`config.mk`:
```
export PLATFORM = sky130hd
export DESIGN_NAME = trivium_keystream_gen_flat
export DESIGN_NICKNAME = d
export VERILOG_FILES = /design/src/rtl/trivium_keystream_gen_if.sv /design/src/rtl/trivium_keystream_gen.sv /design/src/flat_wrapper.sv
export SDC_FILE = /design/constraint.sdc
export NUM_CORES = 1
export LEC_CHECK = 0
export BUFFER_PORTS_ARGS = -buffer_cell sky130_fd_sc_hd__buf_2
export CAP_MARGIN = 20
export CELL_PAD_IN_SITES_DETAIL_PLACEMENT = 2
export CELL_PAD_IN_SITES_GLOBAL_PLACEMENT = 2
export CORE_MARGIN = 8
export CORE_UTILIZATION = 30
export CTS_CLUSTER_SIZE = 14
export DETAILED_ROUTE_END_ITERATION = 12
export PLACE_DENSITY_LB_ADDON = 0.1
export SLEW_MARGIN = 20
export SYNTH_ARGS = -nofsm -noshare
export SYNTH_HDL_FRONTEND = slang
export SYNTH_SLANG_ARGS = --single-unit
export TNS_END_PERCENT = 100
```
`constraint.sdc`:
```
create_clock -name clk -period 4.9 [get_ports clk]
set_clock_uncertainty 0.1 [all_clocks]
set_input_delay 0.98 -clock clk [delete_from_list [all_inputs] [get_ports clk]]
set_output_delay 0.98 -clock clk [all_outputs]
set_load 0.005 [all_outputs]
```
`src/rtl/trivium_keystream_gen_if.sv`:
```
// Key/IV load port and valid/ready keystream byte stream of the Trivium generator.
interface trivium_keystream_gen_if;
  logic [79:0] key_in;
  logic [79:0] iv_in;
  logic        load;
  logic        busy;
  logic [7:0]  ks_byte;
  logic        ks_valid;
  logic        ks_ready;

  modport master (
    input  key_in, iv_in, load, ks_ready,
    output busy, ks_byte, ks_valid
  );

  modport slave (
    output key_in, iv_in, load, ks_ready,
    input  busy, ks_byte, ks_valid
  );
endinterface

```
`src/rtl/trivium_keystream_gen.sv`:
```
// Trivium keystream generator: 8 chained steps per clock, 1152-step warm-up,
// then one keystream byte per valid/ready transfer. Bit s(i) lives at index i-1.
module trivium_step (
  input  logic [287:0] s_i,
  output logic [287:0] s_o,
  output logic         z_o
);
  logic l1, l2, l3;
  logic t1, t2, t3;

  assign l1  = s_i[65]  ^ s_i[92];
  assign l2  = s_i[161] ^ s_i[176];
  assign l3  = s_i[242] ^ s_i[287];
  assign z_o = l1 ^ l2 ^ l3;

  assign t1 = l1 ^ (s_i[90]  & s_i[91])  ^ s_i[170];
  assign t2 = l2 ^ (s_i[174] & s_i[175]) ^ s_i[263];
  assign t3 = l3 ^ (s_i[285] & s_i[286]) ^ s_i[68];

  // Each of the three registers shifts up by one, feedback entering at its low end.
  assign s_o = {s_i[286:177], t2, s_i[175:93], t1, s_i[91:0], t3};
endmodule

module trivium_keystream_gen #(
  parameter int WARMUP_CYCLES = 144,
  parameter int CNT_W         = 8
) (
  input  logic                   clk,
  input  logic                   rst_n,
  input  logic                   ena,
  trivium_keystream_gen_if.master ks
);
  localparam int STEPS = 8;
  localparam int SW    = 288;
  localparam logic [CNT_W-1:0] CNT_LAST = CNT_W'(WARMUP_CYCLES - 1);

  typedef enum logic [1:0] {IDLE, WARMUP, RUN} state_e;

  state_e            st_q, st_d;
  logic [CNT_W-1:0]  cnt_q, cnt_d;
  logic [SW-1:0]     s_q, s_d;
  logic [STEPS:0][SW-1:0] chain;
  logic [STEPS-1:0]  z;
  logic [SW-1:0]     load_vec;

  assign chain[0] = s_q;

  genvar g;
  generate
    for (g = 0; g < STEPS; g++) begin : g_step
      trivium_step u_step (
        .s_i (chain[g]),
        .s_o (chain[g+1]),
        .z_o (z[g])
      );
    end
  endgenerate

  // Key into s1..s80, IV into s94..s173, s286..s288 set, everything else clear.
  assign load_vec = {3'b111, 112'b0, ks.iv_in, 13'b0, ks.key_in};

  always_ff @(posedge clk or negedge rst_n) begin
    if (!rst_n) st_q <= IDLE;
    else        st_q <= st_d;
  end

  always_ff @(posedge clk or negedge rst_n) begin
    if (!rst_n) begin
      cnt_q <= '0;
      s_q   <= '0;
    end else begin
      cnt_q <= cnt_d;
      s_q   <= s_d;
    end
  end

  always_comb begin
    st_d  = st_q;
    cnt_d = cnt_q;
    s_d   = s_q;
    if (ena) begin
      if (ks.load) begin
        // A transfer on the same edge is dropped: the state is overwritten.
        s_d   = load_vec;
        cnt_d = '0;
        st_d  = WARMUP;
      end else begin
        case (st_q)
          WARMUP: begin
            s_d   = chain[STEPS];
            cnt_d = cnt_q + CNT_W'(1);
            if (cnt_q == CNT_LAST) st_d = RUN;
          end
          RUN: begin
            if (ks.ks_ready) s_d = chain[STEPS];
          end
          default: ;
        endcase
      end
    end
  end

  assign ks.busy     = (st_q == WARMUP);
  assign ks.ks_valid = (st_q == RUN);
  assign ks.ks_byte  = (st_q == RUN) ? z : 8'h00;
endmodule

```
`src/flat_wrapper.sv`:
```
// flat-port wrapper written by rule: the top's interface ports become plain ports
module trivium_keystream_gen_flat 
#(
  parameter int WARMUP_CYCLES = 144,
  parameter int CNT_W         = 8
)
  (clk, rst_n, ena, ks_key_in, ks_iv_in, ks_load, ks_ks_ready, ks_busy, ks_ks_byte, ks_ks_valid);
  trivium_keystream_gen_if ks_i ();
  input  logic clk;
  input  logic rst_n;
  input  logic ena;
  input wire logic [$bits(ks_i.key_in)-1:0] ks_key_in;
  input wire logic [$bits(ks_i.iv_in)-1:0] ks_iv_in;
  input wire logic [$bits(ks_i.load)-1:0] ks_load;
  input wire logic [$bits(ks_i.ks_ready)-1:0] ks_ks_ready;
  output wire logic [$bits(ks_i.busy)-1:0] ks_busy;
  output wire logic [$bits(ks_i.ks_byte)-1:0] ks_ks_byte;
  output wire logic [$bits(ks_i.ks_valid)-1:0] ks_ks_valid;
  assign ks_i.key_in = ks_key_in;
  assign ks_i.iv_in = ks_iv_in;
  assign ks_i.load = ks_load;
  assign ks_i.ks_ready = ks_ks_ready;
  assign ks_busy = ks_i.busy;
  assign ks_ks_byte = ks_i.ks_byte;
  assign ks_ks_valid = ks_i.ks_valid;
  trivium_keystream_gen #(.WARMUP_CYCLES(WARMUP_CYCLES), .CNT_W(CNT_W)) u_core (.clk(clk), .rst_n(rst_n), .ena(ena), .ks(ks_i));
endmodule
```
==> results.py <==
metrics = {
    "final_layout": {
        "mostFrequentLayoutCells": "302 x nand2_1, 298 x dfrtp_1, 247 x o21ai_0",
        "final_layout_size_suffix_gt1_frac": 0.155,
        "fillers": 5100,
        "final_nets": 1712,
        "multi_input_area_um2": 6030,
        "final_common_cell": "nand2_1",
        "register_area_um2": 7460,
        "syn_to_final_growth_pct": 16.9,
        "n_antenna_cell": 0,
        "layout.cells.non_filler": 2177,
    },
    "clocking": {
        "clk_latency_ns": 0.54,
        "clk_path_buf_depth": 3,
        "cts_root_buf": "clkbuf_16",
        "post_cts_resized": 0,
        "cts_sinks": 298,
        "numCtsBuffers": 38,
        "clk_pin_slew_ns": 0.06,
        "htreeDepth": 2,
        "cts_setup_buffers": 0,
        "hold_buffers": 0,
        "cts_tree": "yes",
    },
    "worst_setup_path": {
        "path_buf_inv": 1,
        "setup.worst_path.class": "flop to primary output",
        "r2r_start": "u_core.st_q[0]$_DFFE_PN0P_",
        "crit_chain": "xnor2_1, xnor2_1, xnor2_1, nor2_1, buf_2",
        "crit_path_start_kind": "flop",
        "cp-end-kind": "primary output",
        "cp.required_ns": 3.82,
        "cpMostUsedCell": "xnor2_1",
        "critPathArrivalTime_ns": 2.20,
        "r2r_end": "u_core.s_q[48]$_DFFE_PN0P_",
        "cp_max_fo": 4,
        "regToRegSetupSlack_ns": 2.48,
        "critPathTopFamily": "XOR/XNOR gates",
        "reg2regPathDepth": 4,
        "cpMaxStageDelayCell": "xnor2_1",
        "critPathMaxStageDelay_ns": 0.47,
    },
    "yosys": {
        "syn_nets": 1585,
        "synth_area_um2": 14100,
        "ys_warn_count": 0,
        "async_flop_share": 1.00,
        "synth_enable_flop_cells": 0,
        "ys_seq_area_frac": 0.528,
        "yosys.cell_types.count": 37,
        "ys.flop_type": "dfrtp_1",
        "synth.ff_latch_count": 298,
        "synth_cells": 1419,
        "synth.avg_cell_area_um2": 9.95,
    },
    "hold_path": {
        "hp-class": "primary input to async pin",
    },
    "timing": {
        "fin_crit_ns": 3.28,
        "worst_slew_pin_slew_ns": 1.05,
        "hold_violations": 0,
        "setup_viol": 0,
        "fin_setup_tns_ns": 0,
        "max_freq_mhz": 304,
        "rsz0062_at_grt": "no",
        "timing.final.crit_share": 0.670,
        "slew_violations": 0,
        "maxSlewHeadroom": 0.302,
    },
    "placement": {
        "place_hpwl_um": 28700,
        "gp_congestion": 0.725,
        "dp.cells": 2113,
        "port_buffers": 174,
    },
    "power": {
        "combPwrFrac": 0.126,
        "p_leak_nw": 7.40,
        "power_density_nw_per_um2": 390,
        "p_sw_frac": 0.270,
        "ir_worst_vdd_v": 0.000209,
        "p_clk_frac": 0.425,
        "p_int_mw": 4.69,
        "p_sw_mw": 1.74,
        "p_seq_frac": 0.449,
    },
    "global_routing": {
        "grt_use_total": 0.156,
        "grt_pass1_vias": 11482,
        "grt_max_degree": 237,
        "grt_pass1_wl_um": 66500,
        "antenna_found_initial": 0,
        "grt_overflow": 0,
    },
    "flow_run": {
        "maxCapViolCount": 0,
    },
    "floorplanning": {
        "initial_core_util": 0.304,
        "dieArea_um2": 54300,
        "chipWidth_um": 233,
        "rows": 79,
        "pin_count": 175,
        "die_h_um": 233,
        "coreArea_um2": 46500,
    },
    "drt": {
        "ant_nets": 0,
        "routedWlPerCell_um": 19.4,
        "remaining_drc_errors": 0,
        "vias": 10337,
        "wl_um": 42300,
        "drt-initial-drc-count": 549,
        "avgViaCountPerCell": 4.75,
        "dr.pass1.iters": 4,
    },
    "status": {
        "status": "finished clean",
    },
}
## worst max path at each step
| stage | end | from | cells after the start |
|---|---|---|---|
| floorplan | u_core.s_q[51]$_DFFE_PN0P_ | ks_load | 6 |
| detailed placement | u_core.s_q[76]$_DFFE_PN0P_ | ks_load | 4 |
| global placement | u_core.s_q[76]$_DFFE_PN0P_ | ks_load | 4 |
| global route | ks_ks_byte[5] | u_core.s_q[87]$_DFFE_PN0P_ | 5 |
| finish | ks_ks_byte[5] | u_core.s_q[87]$_DFFE_PN0P_ | 5 |
| CTS | ks_ks_byte[5] | u_core.s_q[87]$_DFFE_PN0P_ | 5 |
## cell families (layout without fill, tap and decap cells)
kind of cell | after synthesis | after routing | synth area share
and+or+nand+nor | 463 | 463 | 0.150
AOI/OAI and AO/OA | 318 | 318 | 0.117
DFF | 298 | 298 | 0.528
muxes | 146 | 146 | 0.104
buffers and inverters | 103 | 254 | 0.0443
xor gates and xnor gates | 90 | 90 | 0.0558
adders and majority gates | 1 | 1 | 0.000886
## synth_stat cells (3+ instances only)
| cell | count | share of area |
|---|---|---|
| a21oi_1 | 18 | 0.0064 |
| dfrtp_1 | 298 | 0.53 |
| nand2b_1 | 119 | 0.053 |
| and3_1 | 16 | 0.0071 |
| xor2_1 | 26 | 0.016 |
| o21ai_0 | 247 | 0.088 |
| nand2_1 | 302 | 0.080 |
| clkbuf_2 | 20 | 0.0071 |
| o31ai_1 | 8 | 0.0043 |
| nor2_1 | 12 | 0.0032 |
| buf_6 | 14 | 0.011 |
| xnor2_1 | 64 | 0.040 |
| mux2i_1 | 144 | 0.10 |
| nor2b_1 | 3 | 0.0013 |
| buf_4 | 22 | 0.012 |
| o21ai_1 | 37 | 0.013 |
| buf_2 | 21 | 0.0074 |
| clkbuf_1 | 24 | 0.0064 |
## flip-flops by register name, summed over array words and instances (netlist names)
signal,count
u_core.cnt_q,8
u_core.s_q,288
u_core.st_q,2
## stage by stage
step	cell area (µm²)	hold WS, ns	worst slack, ns	total power [mW]	util
2_1_floorplan	14100	0.348	2.71	3.39	-
3_3_place_gp	15300	0.360	1.83	3.74	0.329
3_5_place_dp	15300	0.372	1.78	3.77	0.329
4_1_cts	16500	0.383	1.58	6.58	0.355
5_1_grt	16500	0.403	1.49	6.77	0.355
6_report	16500	0.349	1.62	6.43	0.355
## layout make-up
type | instances | share of cell area
clock buffers | 59 | 0.0699
clock inverters | 5 | 0.00303
inverters | 2 | 0.000455
multi-input cells | 1018 | 0.366
flip-flops and latches | 298 | 0.452
well taps | 607 | 0.0460
repair buffers | 188 | 0.0634
## layer usage
metal	routed length, µm	share of wire	global-route usage
met1	19600	0.46	0.210
met2	20200	0.48	0.257
met3	1680	0.040	0.0246
met4	787	0.019	0.0432
met5	0	0	0
## power by group through the flow
| stage | combinational (mW) | sequential (mW) | clock [mW] |
|---|---|---|---|
| after floorplan | 0.542 | 2.85 | 0 |
| after global placement | 0.815 | 2.92 | 0 |
| after detailed placement | 0.835 | 2.93 | 0 |
| after CTS | 0.843 | 2.89 | 2.85 |
| after global routing | 0.920 | 2.92 | 2.93 |
| final | 0.813 | 2.89 | 2.73 |
(Power assumes the default switching activity.)
